<file path="config.mk">
export PLATFORM = sky130hd
export DESIGN_NAME = fnd_scan_ctrl
export DESIGN_NICKNAME = d
export VERILOG_FILES = /design/src/rtl/fnd_scan_ctrl.sv
export SDC_FILE = /design/constraint.sdc
export NUM_CORES = 1
export LEC_CHECK = 0
export CAP_MARGIN = 20
export CORE_MARGIN = 4
export CORE_UTILIZATION = 25
export CTS_CLUSTER_DIAMETER = 80
export DETAILED_ROUTE_END_ITERATION = 8
export GPL_TIMING_DRIVEN = 0
export PLACE_DENSITY_LB_ADDON = 0.12
export SYNTH_ARGS = -nofsm -noshare
export SYNTH_HDL_FRONTEND = slang
export SYNTH_SLANG_ARGS = --single-unit
</file>
<file path="constraint.sdc">
create_clock -name clk -period 22.9 [get_ports clk]
set_input_delay 4.58 -clock clk [delete_from_list [all_inputs] [get_ports clk]]
set_output_delay 4.58 -clock clk [all_outputs]
set_load 0.02 [all_outputs]
</file>
<file path="src/rtl/fnd_scan_ctrl.sv">
// Four-digit multiplexed 7-segment scanner for a two-pair (hh/ll) time display.
// Optional build macro: FND_LEAD_ZERO_BLANK_EN blanks the leftmost digit when it is a leading zero.
module fnd_scan_ctrl #(
    parameter int SYS_HZ  = 100_000_000,
    parameter int SCAN_HZ = 1000
) (
    input  logic       clk,
    input  logic       reset,
    input  logic [6:0] digit_h,
    input  logic [6:0] digit_l,
    input  logic       dot,
    output logic [7:0] seg,
    output logic [3:0] an
);

    localparam int PERIOD = SYS_HZ / SCAN_HZ;
    localparam int CW     = (PERIOD > 1) ? $clog2(PERIOD) : 1;
    localparam logic [CW-1:0] LAST = CW'(PERIOD - 1);

    logic [CW-1:0] cnt;
    logic          scan_tick;
    logic [1:0]    idx;
    logic          started;
    logic [6:0]    sh_h;
    logic [6:0]    sh_l;
    logic          sh_dot;

    logic [3:0]    h_tens;
    logic [3:0]    h_ones;
    logic [3:0]    l_tens;
    logic [3:0]    l_ones;
    logic [3:0]    cur_digit;
    logic [6:0]    cur_code;
    logic          cur_dp;

    // Saturate at 99, then split into {tens, ones} by repeated subtraction.
    function automatic logic [7:0] to_bcd(input logic [6:0] v);
        logic [6:0] r;
        logic [3:0] t;
        r = (v > 7'd99) ? 7'd99 : v;
        t = 4'd0;
        for (int i = 0; i < 9; i++) begin
            if (r >= 7'd10) begin
                r = r - 7'd10;
                t = t + 4'd1;
            end
        end
        return {t, r[3:0]};
    endfunction

    function automatic logic [6:0] decode(input logic [3:0] d);
        logic [6:0] s;
        case (d)
            4'd0:    s = 7'h40;
            4'd1:    s = 7'h79;
            4'd2:    s = 7'h24;
            4'd3:    s = 7'h30;
            4'd4:    s = 7'h19;
            4'd5:    s = 7'h12;
            4'd6:    s = 7'h02;
            4'd7:    s = 7'h78;
            4'd8:    s = 7'h00;
            4'd9:    s = 7'h10;
            default: s = 7'h7F;
        endcase
        return s;
    endfunction

    assign scan_tick = (cnt == LAST);

    // The first tick after reset acts as a frame start: it captures the inputs
    // and lights digit 0 without advancing the index.
    always_ff @(posedge clk or negedge reset) begin
        if (!reset) begin
            cnt     <= '0;
            idx     <= 2'd0;
            started <= 1'b0;
            sh_h    <= 7'd0;
            sh_l    <= 7'd0;
            sh_dot  <= 1'b0;
        end else begin
            cnt <= scan_tick ? '0 : cnt + 1'b1;
            if (scan_tick) begin
                started <= 1'b1;
                if (started) begin
                    idx <= idx + 2'd1;
                end
                if (!started || idx == 2'd3) begin
                    sh_h   <= digit_h;
                    sh_l   <= digit_l;
                    sh_dot <= dot;
                end
            end
        end
    end

    assign {h_tens, h_ones} = to_bcd(sh_h);
    assign {l_tens, l_ones} = to_bcd(sh_l);

    always_comb begin
        cur_digit = l_ones;
        case (idx)
            2'd0:    cur_digit = l_ones;
            2'd1:    cur_digit = l_tens;
            2'd2:    cur_digit = h_ones;
            default: cur_digit = h_tens;
        endcase
        cur_code = decode(cur_digit);
`ifdef FND_LEAD_ZERO_BLANK_EN
        if (idx == 2'd3 && h_tens == 4'd0) begin
            cur_code = 7'h7F;
        end
`endif
        cur_dp = ~((idx == 2'd2) & sh_dot);
    end

    always_ff @(posedge clk or negedge reset) begin
        if (!reset) begin
            seg <= 8'hFF;
            an  <= 4'b1111;
        end else if (started) begin
            seg <= {cur_dp, cur_code};
            an  <= ~(4'b0001 << idx);
        end
    end

endmodule

</file>
== Word level (Yosys, flattened, before mapping) ==
Memory sizes are Yosys's and may differ from the RTL's. A register that Yosys moved wholly into a read port is not among the register bits.
Index checks and enable logic that the tools add are counted.

* $lt $le $gt $ge: 20
* Bitwise operators: 3
* Reductions and logical operators: 6
* Add/subtract/negate cells: 36
* Shifts and indexed selects: 1
* Equality and inequality tests: 4
* Multiplexer cells: 40

{| class="wikitable"
|+ Operators with widths
! cell !! count
|-
| $ge A7 B4 Y1 const B || 18
|-
| $mux W7 || 18
|-
| $sub A7 B4 Y7 const B || 16
|-
| $mux W4 || 18
|-
| $add A4 B1 Y4 const B || 16
|-
| $add A17 B1 Y17 const B || 1
|-
| $eq A17 B17 Y1 const B || 1
|-
| $mux W17 || 1
|-
| $gt A7 B7 Y1 const B || 2
|-
| $pmux W4 S3 || 1
|-
| $sub A4 B4 Y4 const B || 2
|-
| $eq A2 B2 Y1 const B || 2
|-
| $not A4 Y4 || 1
|-
| $reduce_and A2 Y1 || 2
|-
| $shl A1 B2 Y4 const A || 1
|-
| $add A2 B1 Y2 const B || 1
|-
| $eq A2 B1 Y1 const B || 1
|-
| $logic_not A1 Y1 || 2
|-
| $logic_not A2 Y1 || 1
|-
| $mux W1 || 2
|-
| $and A1 B1 Y1 || 1
|-
| $logic_or A1 B1 Y1 || 1
|-
| $not A1 Y1 || 1
|}

* Bits in registers: 47
* Logic and storage cells: 119
* Bits of input ports: 17
* Bits in read-only memories: 112
* Memories: 1
* Output and inout port bits: 12

{| class="wikitable"
|+ Memory list
! name !! words !! bits a word !! rd ports !! clocked after memory_dff !! wr ports !! line !! text
|-
| (name not given) || 16 || 7 || 1 || 1 || 0 || 53 || <nowiki>case (d)</nowiki>
|}

== Longest topological paths before layout ==
* Depth after elaboration: 21
* Mapped depth: 43
* Depth with buffers taken out: 39

== Worst setup path before layout ==
Ideal clock, no wire load.

* Kind: flip-flop to flip-flop
* Start: register sh_h[4]
* End: register seg[4]
* Library setup time: 0.073 ns
* Buffers on the path: 5
* Stages on the path, launching flop included: 41
* Required time: 22.827 ns
* Path slack: 14.506 ns
* Arrival: 8.321 ns
* Clock period less this slack: 8.394 ns
* Path through: dfrtp_1 > buf_4 > o311a_1 > nor2_1 > ha_1 > nand2b_1 > nand4_1 > inv_2 > mux2_2 > ha_1 > buf_2 > o21ai_0 > nand3_1 > nand2_1 > buf_2 > o311ai_1 > nand3_1 > clkbuf_1 > [... 5 more ...] > ha_1 > mux2i_1 > inv_1 > ha_1 > nand2_1 > o21ai_0 > ha_1 > mux2_2 > ha_1 > nor2b_1 > a211oi_1 > a41o_1 > buf_2 > inv_1 > ha_1 > and2_1 > a31oi_1 > a21boi_1

* Word-level cells in the longest chain between the ends: 21
* Elaborated cells between the ends (all ways): 47
* Those cells by class: add/sub (17); order compare (10); mux (20)

{| class="wikitable"
|+ RTL lines
! item !! line !! text
|-
| start: declaration || 24 || <nowiki>logic [6:0] sh_h;</nowiki>
|-
| start signal: assignment || 89 || <nowiki>sh_h <= digit_h;</nowiki>
|-
| $gt A7 B7 Y1 || 40 || <nowiki>r = (v > 7'd99) ? 7'd99 : v;</nowiki>
|-
| $mux W7 (*) || 40 ||
|-
| $sub A7 B4 Y7 or $ge A7 B4 Y1 (tied branches) || 44, 43 ||
|-
| $mux W7 or $mux W1 (tied branches) || 43 || <nowiki>if (r >= 7'd10) begin</nowiki>
|-
| $sub A7 B4 Y7 (tied with other cells) || 44 || <nowiki>r = r - 7'd10;</nowiki>
|-
| $mux W7 or $mux W4 (tied branches) || 43 ||
|-
| $sub A7 B4 Y7 (tied with other cells) || 44 ||
|-
| $mux W7 or $mux W4 (tied branches) || 43 ||
|-
| [... 5 more ...] || -- ||
|-
| $mux W7 or $mux W4 (tied branches) || 43 ||
|-
| $sub A7 B4 Y7 (tied with other cells) || 44 ||
|-
| $mux W7 or $mux W4 (tied branches) || 43 ||
|-
| $sub A7 B4 Y7 (tied with other cells) || 44 ||
|-
| $mux W7 or $mux W4 (tied branches) || 43 ||
|-
| $ge A7 B4 Y1 (tied with other cells) || 43 ||
|-
| $mux W4 || 43 ||
|-
| $pmux W4 S3 (*) || 102 || <nowiki>case (idx)</nowiki>
|-
| end: declaration || 12 || <nowiki>output logic [7:0] seg,</nowiki>
|}

Every way passes the cells marked *; elsewhere a longest branch is shown, timed or not.
A chain may end at the register's enable or synchronous reset.

== Final worst setup path ==
Ends and elaborated chain as after synthesis.

==> reports/qor.txt <==
Status: finished, final reports clean
CTS buffer count: 5
Clock power frac: 47.9%
Crit-path max FO: 10
Vias in the first global route: 6067
Initial antenna violation count: 0
Switching pwr: 0.0333 mW
Clk Latency, worst-skew pair: 290 ps
RSZ-0062 raised after global routing: false
Area grow syn2layout: 13.5%
Crit path from: sh_h[4]
Fmax: 0.103 GHz
Ports: 29
Total Power: 0.169 mW
HP Class: reg2reg
CTS root buffer: clkbuf_16
GR Overflow Total: 0
Final setup violation count: 0
Hold Crit Endpoint: seg[7]
HPWL after DPL: 15100 µm
CTS clk-pin slew, worst paths: 70 ps
Layout cells sized above 1: 13.3%
Number of routed nets with antenna violations: 0
Global-route wire length before repair: 32500 µm
Crit-path max cell delay: 420 ps
Core area: 25500 µm²
Synthesized instance count: 837
Net Sw Frac: 19.7%
Slack of the worst reg-to-reg path: 13210 ps
Final Hold Viols: 0
Hold Startpoint: sh_dot
Power per Cell Area: 22.8 nW/µm²
Post-synth top area cell: dfrtp_1
Largest net degree at the start of global routing: 38
Register share of total power: 49.2%
Antenna diodes: 0
Worst-path cell with the longest stage delay: ha_1
Clk buf depth: 2
Via/cell ratio: 5.22
FP Rows: 58
Post-synthesis register bit count: 47
Pint: 0.136 mW
Number of remaining DRC errors: 0
Hold-critical path depth: 1
Mean Syn Cell Area: 7.82 µm²
Top-count cell post-synth: nand2_1
FF-to-FF Start: sh_h[4]
Syn_nets: 888
Routed len/inst: 15.8 µm
Die Ht: 170 µm
Crit Path Class: reg2reg
Combinational power share: 2.9%
Worst ir drop on vdd: 0.0000252 V
# clock sinks: 47
Part of the Yosys area used for sequential elements: 18.2%
Post-CTS Setup Repair Bufs: 0
Reg2reg path depth: 40
Crit path arrival time: 9910 ps
Final Max Slew Viols: 0
Routed WL: 19100 µm
Post-synth top cells: nand2_1, nor2_1, xnor2_1
Setup Skew: 11.1 ps
Reg-to-reg endpoint: seg[4]
P_leak: 2.93 nW
Tcrit/Tclk final: 42.3%
Starting Density: 25.7%
Synthesized cell area: 6550 µm²
Max-slew headroom: 49.9%
I/O Buffers: 28
Worst-Margin Slew: 744 ps
Hold buffer count at cts: 0
Worst setup EP type: flip-flop
Die width: 170 µm
H-tree depth: 2
Maxcap violations: 0
Top FF cell, synth: dfrtp_1
Global-route usage over all layers: 13.3%
WP data required: 23120 ps
Nets: 925
Area contributors post-synth: dfrtp_1, ha_1, xnor2_1
DR pass1 iterations: 5
GPL Wtd Cong: 0.776
Asr flop ratio synth: 100%
Util after Layout: 29.2%
Post-synth top area share: 13.4%
Post_cts resized: 0
Fin crit period: 9690 ps
Cell variety after synth: 106
Routed vias: 6286
Warnings, synthesis: 0
Die area: 28800 µm²
Top cell by count, worst path: ha_1
Initial drt markers: 342
CTS tree: yes
Setup TNS: 0 ps
Post-synth EDFFs: 0
Worst Setup Start Kind: flip-flop
-- per-stage QoR --
stage | hold WS [ps] | instance area (µm²) | setup slack [ps] | instances
2_1_floorplan | 398 | 6550 | 14510 | 837
3_3_place_gp | 412 | 7240 | 13200 | 1195
3_5_place_dp | 413 | 7260 | 13180 | 1196
4_1_cts | 422 | 7420 | 13160 | 1204
5_1_grt | 469 | 7430 | 12370 | 1205
6_report | 420 | 7430 | 13210 | 1205
-- cells in the final DEF (no fill, tap or decap), types with 5 or more instances in the layout --
master / synthesis / final
nand2_1: 84 / 84
nor2_1: 69 / 69
xnor2_1: 47 / 47
o21ai_0: 41 / 41
a21oi_1: 38 / 38
inv_1: 36 / 36
dfrtp_1: 35 / 35
ha_1: 34 / 34
nand3_1: 32 / 32
mux2_2: 32 / 32
clkdlybuf4s50_1: 0 / 27
nor3_1: 22 / 22
xor2_1: 21 / 21
a211oi_1: 18 / 18
buf_2: 12 / 14
and2_1: 14 / 14
a31oi_1: 13 / 13
clkbuf_1: 13 / 13
dfstp_2: 12 / 12
and3_1: 10 / 10
or2_2: 10 / 10
nand4_1: 9 / 9
nor2b_1: 9 / 9
o211ai_1: 9 / 9
mux2i_1: 9 / 9
nand2b_1: 8 / 8
or3_1: 8 / 8
a21o_1: 8 / 8
o22ai_1: 8 / 8
o21a_1: 7 / 7
clkbuf_16: 0 / 6
o311a_1: 5 / 5
a21boi_0: 5 / 5
o21ai_1: 5 / 5
and4_1: 5 / 5
o2111ai_1: 5 / 5
nor4_1: 5 / 5
o221ai_1: 5 / 5
a211o_1: 5 / 5
-- final cells by class --
cell class	count	area [µm²]
plain buffers	33	170
clock buffers	7	164
clock inverters	1	5.00
fillers	2785	18000
inverters	38	143
multi-input cells	719	5040
flip-flops and latches	47	1190
well taps	330	413
repair buffers	30	300
-- power groups by stage --
stage	clock (mW)	combinational [mW]	sequential (mW)
floorplan	0	0.0000257	0.0846
global placement	0	0.00480	0.0846
detailed placement	0	0.00513	0.0846
CTS	0.0843	0.00517	0.0831
global route	0.0885	0.00549	0.0830
finish	0.0810	0.00493	0.0831
-- worst max-delay path: cells and delay by family, from the launching register on --
kind,cells,cell delay [ps]
flops,1,370
xor+xnor,1,260
simple gates,9,1710
mux,5,1560
buf+inv,8,1530
fa+ha+maj,9,2560
compound gates,8,1620
-- per-layer routing --
layer  GRT usage, %  vias to the layer above  wire (µm)
met4           1.86                        0        150
met1           20.2                     2992       9930
met5              0                        -          0
li1               -                     3204          -
met3          0.952                       11        442
met2           21.1                       79       8570
-- kinds of logic after synthesis --
kind of cell / after synthesis / share of synthesized area [%]
adder cells (fa/ha/maj): 34 / 6.50
XOR/XNOR: 69 / 9.46
AND/OR/NAND/NOR: 319 / 24.8
buffers and inverters: 71 / 4.78
multiplexers: 41 / 6.88
AO/OA/AOI/OAI: 256 / 29.4
flip-flops: 47 / 18.2
-- flip-flops by register name (all words and copies together) (netlist names) --
name	cells
sh_h	7
an	4
seg	8
sh_dot	1
started	1
sh_l	7
cnt	17
idx	2
-- worst max path at each step --
stage	to	slack, ps
floorplan	seg[4]	14510
CTS	seg[4]	13160
global route	seg[4]	12370
detailed placement	seg[4]	13180
global placement	seg[4]	13200
finish	seg[4]	13210
Note: power is estimated with default switching activity, not from simulation.
